$ cat src/rtl/nco_pkg.sv
// Shared types and defaults for the NCO phase generator feeding sincos_pipelined.
package nco_pkg;

  localparam int unsigned ACC_W_DEF      = 24;
  localparam int unsigned ANGLE_W_DEF    = 12;
  localparam int unsigned CORDIC_LAT_DEF = 13;

  // Binary-angle landmarks for a 12-bit angle.
  localparam logic [11:0] ANGLE_ZERO    = 12'h000;
  localparam logic [11:0] ANGLE_HALF_PI = 12'h400;
  localparam logic [11:0] ANGLE_PI      = 12'h800;

  typedef enum logic [1:0] {
    IDLE,
    RUN,
    SWEEP,
    FLUSH
  } state_t;

  typedef struct packed {
    logic valid;
    logic last;
  } tag_t;

endpackage

$ cat src/rtl/nco_phase_gen_tag_delay_line.sv
// Delays the (valid, last) sample tag so it lines up with the CORDIC Sin/Cos outputs.
module tag_delay_line
  import nco_pkg::*;
#(
  parameter int unsigned DEPTH = CORDIC_LAT_DEF
) (
  input  logic Clock,
  input  logic Reset,
  input  tag_t tag_in,
  output tag_t tag_out
);

  tag_t [DEPTH-1:0] stages;

  // New tag enters at index 0; the oldest falls off the top.
  always_ff @(posedge Clock) begin
    if (Reset) begin
      stages <= '0;
    end else begin
      stages <= $bits(stages)'({stages, tag_in});
    end
  end

  assign tag_out = stages[DEPTH-1];

endmodule

$ cat src/rtl/nco_phase_gen.sv
// Phase-accumulator NCO with fixed and linear-chirp modes, producing the binary angle
// stream for sincos_pipelined plus a latency-matched valid/last tag.
module nco_phase_gen
  import nco_pkg::*;
#(
  parameter int unsigned ACC_W      = ACC_W_DEF,
  parameter int unsigned ANGLE_W    = ANGLE_W_DEF,
  parameter int unsigned CORDIC_LAT = CORDIC_LAT_DEF
) (
  input  logic                      Clock,
  input  logic                      Reset,
  input  logic                      cfg_valid,
  output logic                      cfg_ready,
  input  logic                      cfg_mode,
  input  logic [ACC_W-1:0]          cfg_ftw,
  input  logic [ACC_W-1:0]          cfg_step,
  input  logic [ACC_W-1:0]          cfg_ftw_stop,
  input  logic [ANGLE_W-1:0]        cfg_phase_off,
  input  logic                      start,
  input  logic                      stop,
  output logic signed [ANGLE_W-1:0] Angle,
  output logic                      angle_valid,
  output logic                      busy,
  output logic                      sample_valid_out,
  output logic                      sample_last_out,
  output logic                      done
);

  localparam int unsigned CNT_W = $clog2(CORDIC_LAT + 1);

  state_t             state;
  logic [ACC_W-1:0]   acc;
  logic [ACC_W-1:0]   ftw_cur;
  logic               mode_reg;
  logic [ACC_W-1:0]   ftw_reg;
  logic [ACC_W-1:0]   step_reg;
  logic [ACC_W-1:0]   ftw_stop_reg;
  logic [ANGLE_W-1:0] phase_off_reg;
  logic [CNT_W-1:0]   flush_cnt;
  logic               angle_last;

  logic [ACC_W:0]     sweep_sum_c;
  logic               sweep_end_c;
  logic [ANGLE_W-1:0] angle_next_c;
  tag_t               tag_in;
  tag_t               tag_out;

  // Sweep ends once the next tuning word would pass the stop word; a zero step never ends it.
  assign sweep_sum_c  = {1'b0, ftw_cur} + {1'b0, step_reg};
  assign sweep_end_c  = (step_reg != '0) && (sweep_sum_c > {1'b0, ftw_stop_reg});
  assign angle_next_c = acc[ACC_W-1 -: ANGLE_W] + phase_off_reg;

  always_ff @(posedge Clock) begin
    if (Reset) begin
      state         <= IDLE;
      acc           <= '0;
      ftw_cur       <= '0;
      mode_reg      <= 1'b0;
      ftw_reg       <= '0;
      step_reg      <= '0;
      ftw_stop_reg  <= '0;
      phase_off_reg <= '0;
      flush_cnt     <= '0;
      Angle         <= ANGLE_W'(ANGLE_ZERO);
      angle_valid   <= 1'b0;
      angle_last    <= 1'b0;
      busy          <= 1'b0;
      done          <= 1'b0;
      cfg_ready     <= 1'b1;
    end else begin
      done        <= 1'b0;
      angle_valid <= 1'b0;
      angle_last  <= 1'b0;
      unique case (state)
        IDLE: begin
          if (cfg_valid) begin
            mode_reg      <= cfg_mode;
            ftw_reg       <= cfg_ftw;
            step_reg      <= cfg_step;
            ftw_stop_reg  <= cfg_ftw_stop;
            phase_off_reg <= cfg_phase_off;
          end
          // A config offered alongside start takes effect for that start.
          if (start) begin
            state     <= (cfg_valid ? cfg_mode : mode_reg) ? SWEEP : RUN;
            acc       <= '0;
            ftw_cur   <= cfg_valid ? cfg_ftw : ftw_reg;
            cfg_ready <= 1'b0;
            busy      <= 1'b1;
          end
        end
        RUN, SWEEP: begin
          Angle       <= angle_next_c;
          angle_valid <= 1'b1;
          acc         <= acc + ftw_cur;
          if (state == SWEEP) begin
            ftw_cur <= ftw_cur + step_reg;
          end
          if (stop || ((state == SWEEP) && sweep_end_c)) begin
            angle_last <= 1'b1;
            state      <= FLUSH;
            flush_cnt  <= '0;
          end
        end
        FLUSH: begin
          // Hold off done until the last tag has emerged from the delay line.
          if (flush_cnt == CNT_W'(CORDIC_LAT)) begin
            done      <= 1'b1;
            state     <= IDLE;
            cfg_ready <= 1'b1;
            busy      <= 1'b0;
          end else begin
            flush_cnt <= flush_cnt + 1'b1;
          end
        end
        default: state <= IDLE;
      endcase
    end
  end

  assign tag_in = '{valid: angle_valid, last: angle_last};

  tag_delay_line #(
    .DEPTH(CORDIC_LAT)
  ) u_tag_delay (
    .Clock  (Clock),
    .Reset  (Reset),
    .tag_in (tag_in),
    .tag_out(tag_out)
  );

  assign sample_valid_out = tag_out.valid;
  assign sample_last_out  = tag_out.last;

endmodule
$ cat config.mk
export PLATFORM = sky130hd
export DESIGN_NAME = nco_phase_gen
export DESIGN_NICKNAME = d
export VERILOG_FILES = /design/src/rtl/nco_pkg.sv /design/src/rtl/nco_phase_gen_tag_delay_line.sv /design/src/rtl/nco_phase_gen.sv
export SDC_FILE = /design/constraint.sdc
export NUM_CORES = 1
export LEC_CHECK = 0
export CORE_MARGIN = 2
export CORE_UTILIZATION = 52
export DETAILED_ROUTE_END_ITERATION = 12
export GPL_TIMING_DRIVEN = 0
export HOLD_SLACK_MARGIN = 0.05
export PLACE_DENSITY = 0.77
export SYNTH_ARGS = -nofsm -noshare
export SYNTH_HDL_FRONTEND = slang
export SYNTH_SLANG_ARGS = --single-unit
$ cat constraint.sdc
create_clock -name Clock -period 4.06 [get_ports Clock]
set_input_delay 0.812 -clock Clock [delete_from_list [all_inputs] [get_ports Clock]]
set_output_delay 0.812 -clock Clock [all_outputs]
set_load 0.005 [all_outputs]
==> out/summary.md <==
The flow ran to the end, but the final reports show violations. The checks that failed: negative setup slack. CTS placed an instance of clkbuf_16 at the clock tree root. Counting the buffers created by CTS gives 17.

Kind of start point of the critical path: a register. The share of synthesized area in the top cell type comes to 36.32%. After detailed routing, the total wire length is 28410 um. The synthesized netlist occupies a cell area of 10030 um^2. The number of max-cap violations was 0; the count of unique library cells instantiated by Yosys was 81. The worst pin sits at a relative slew slack of 35.63%. After the first detailed-routing iteration, the DRC count stood at 760. The arrival time at the worst endpoint was 4.90 ns; the instance count along the most critical hold path was 1. The logs give 0 for the final count of hold timing violations and 0 for the DRC violations left. The final count of negative-setup-slack endpoints is 7, and the clock-pin slew on the worst setup and hold paths is 0.07 ns. For this run, the register share of the synthesized area comes to 36.32%. At the worst endpoint, the required time is 4.40 ns.

For the post-route clock skew, the log shows 0.01255 ns. The run gives 1236 as the number of cells produced by synthesis. The synthesis warning total is 0, and the die area is 20420 um^2. By area the synthesized netlist is led by dfxtp_1 (36%), ha_1 (11%), nand2_1 (8.5%). The first global-routing pass estimated 44800 um of wire. The run gives 50 as the number of core rows.

The antenna cell count is 0. For the final worst slack, the log shows -0.5018 ns. In this run the count of I/O pins placed on the die edge is 108. In the global route stage, overall resource usage came out at 28.30%. Once detailed placement completed, the half-perimeter wirelength came to 21540 um.

The number of global-route vias before repair is 8779. The die is 142.9 um wide. The effective utilization at floorplan is 53.27%, and the placeable core region is 18830 um^2. Buffers placed on the I/O ports in this run total 107. The area growth from synthesis to layout is 23.67%. After detailed routing, the number of vias per cell comes to 5.621.

The net count after synthesis was 1417. The transition time at the pin with the least slew margin was 0.9655 ns. The clock reaches the later pin of the worst-skew pair after 0.45 ns. Share of async-settable or async-resettable flops after synthesis: 0%.

The worst hold path begins at u_tag_delay.stages[17]. The deepest level of the CTS H-tree came out at 4. Counting every sink on the clock net gives 182.

The first detailed-routing pass ran for 8 iterations. The final layout contains 1563 nets. Setup repair after global routing could not meet its margin everywhere. The tools report the number of antenna violations at the first check in global routing as 0. The classification of the worst setup path is reg -> reg. The most used flip-flop cell after synthesis is dfxtp_1.

For this run, the slowest stage of the critical path takes 0.37 ns. The synthesis-stage register bit count is 182, and the maximum achievable frequency is 219.2 MHz. The final standard cell utilization of the core came out at 65.88%. The worst flop-to-flop path startpoint is ftw_cur[0]. The setup slack on the worst flop-to-flop path is -0.50 ns, and the final clock period utilization by the worst path is 112.4%. The final critical path time including I/O delays and setup is 4.562 ns, and the global route total overflow is 0. The synthesized design contains 0 enable-type register cells. The tools report the largest vdd supply drop as 0.3863 mV.

The worst setup path is captured at a register. The maximum number of pins on one net before global-route repair was 19; the buffer levels on the longest clock path was 2. The endpoint of the worst-slack reg-to-reg timing path is flush_cnt[3]. Walking the worst path, the cells encountered are ha_4, fa_2, a211oi_4, nor2_4, o211ai_4, buf_6, a21oi_4, o41ai_4, buf_4, xnor2_2, ha_1, nand4_1, nor2_4, nand3b_1, a221oi_2, a21o_1, o2111a_2, nor2_2, mux2_4, o311a_1. The maximum net fanout on the critical path is 3.

The run gives 0 as the number of max-slew violations in the final report. The detail route stage leaves a number of antenna-violating nets equal to 0. For this block, the via count after detailed routing is 9303. The die boundary height was 142.9 um. In this run the worst hold path is classified as reg -> reg. The mean instance size in the synthesized netlist is 8.116 um^2, and the number of cells in the finished layout apart from fillers is 1655.

TritonCTS built the clock tree. The number of cells on the worst reg-to-reg path is 20. Total power for the finished layout comes to 7506 uW.

The post-place setup slack was -0.8169 ns. The filler cells instantiated in the layout total 1642. In this run the static leakage power is 0.005230 uW. For hold timing, the worst endpoint is u_tag_delay.stages[19]. Fraction of final layout cells sized beyond drive strength 1: 7.384%. The cell with the most instances after synthesis is nand2_1. Cell with the largest stage delay on the worst path: fa_2. Dividing the detail-routed wire length by the instance count gives 17.17 um.

Dividing total power by cell area gives a power density of 605.0 nW/um^2. The largest area contributor in the netlist was dfxtp_1. The run gives 1603 as the cell count after placement. The tools report the weighted congestion at the end of routability-driven global placement as 0.9679. The commonest cells after synthesis are nand2_1 (226), dfxtp_1 (182), a21oi_1 (154). The cell repeated most along the worst path was nor2_4.
-- cells by family (layout without fill, tap and decap cells) --
kind of cell | count (synthesis) | count (layout) | share of synthesized area (%)
simple gates | 450 | 450 | 20.22
compound gates | 325 | 325 | 20.73
flops | 182 | 182 | 36.32
buf+inv | 115 | 274 | 4.353
fa+ha+maj | 91 | 91 | 11.58
xor+xnor | 43 | 43 | 3.755
mux | 30 | 30 | 3.044
-- layer usage --
metal	global-route usage, %	part of all wire [%]	vias up	routed length [um]
li1	-	-	4608	-
met1	37.55	45	4315	12830
met4	10.37	3.3	0	928
met2	46.23	46	315	12930
met5	0	0	-	0
met3	5.030	6.1	65	1726
-- area by class of cell --
type | instances | area [um^2] | share of cell area [%]
inverter | 53 | 198.9 | 1.604
timing repair buffer | 128 | 1236 | 9.965
clock inverter | 15 | 212.7 | 1.715
buffer | 61 | 230.2 | 1.856
multi-input combinational | 939 | 6127 | 49.39
clock buffer | 17 | 425.4 | 3.429
sequential | 182 | 3650 | 29.42
tap | 260 | 325.3 | 2.622
-- cells in the final DEF, fill, tap and decap left out, drive strengths merged, types with 13 or more instances in the layout --
| cell | count |
|---|---|
| nor3 | 16 |
| inv | 59 |
| mux2i | 29 |
| a21o | 26 |
| clkdlybuf4s50 | 107 |
| dfxtp | 182 |
| nand2 | 226 |
| ha | 88 |
| xnor2 | 26 |
| buf | 30 |
| nor2b | 36 |
| and2 | 14 |
| a22oi | 16 |
| nor2 | 88 |
| xor2 | 17 |
| a21oi | 156 |
| nand3 | 19 |
| a211oi | 13 |
| o21ai | 35 |
| clkbuf | 69 |
-- repair_timing --
action / CTS / global route
setup endpoints to repair: 7 / 7
pin swaps: 20 / 12
gates resized for setup: 21 / 13
buffers inserted: 12 / 10
hold buffers: 0 / 0
endpoints found under the hold margin: 0 / 0
-- metrics by stage --
stage | setup TNS [ns] | cell area [um^2] | hold slack (ns)
2_1_floorplan | 0 | 10050 | 0.4138
5_1_grt | -3.649 | 12410 | 0.4580
4_1_cts | -1.947 | 12270 | 0.4373
3_3_place_gp | -4.222 | 11450 | 0.4163
3_5_place_dp | -4.170 | 11450 | 0.4245
6_report | -2.786 | 12410 | 0.4351
-- critical path: cells and delay by family (launching register included) --
family | cells | cell delay (ns)
DFF | 1 | 0.36
buffers and inverters | 2 | 0.34
xor gates and xnor gates | 1 | 0.08
adders and majority gates | 3 | 0.85
muxes | 1 | 0.29
AOI/OAI and AO/OA | 8 | 1.80
and+or+nand+nor | 5 | 0.71
-- report_power, final --
group          total (uW)  switching, uW  leakage [uW]  internal, uW
registers            2310            240       0.00149          2070
clock network        1810            812      0.000310          1000
logic                3380           2070       0.00343          1320
total                7510           3120       0.00523          4390
-- how the worst max path moves through the flow --
stage	startpoint	endpoint	slack (ns)
after floorplan	step_reg[0]	flush_cnt[2]	0.008
after global placement	ftw_cur[9]	flush_cnt[2]	-0.83
after detailed placement	ftw_cur[9]	flush_cnt[2]	-0.82
after CTS	ftw_cur[0]	flush_cnt[3]	-0.39
after global routing	ftw_cur[0]	flush_cnt[3]	-0.62
final	ftw_cur[0]	flush_cnt[3]	-0.50
Power figures use the tool's default switching activity.
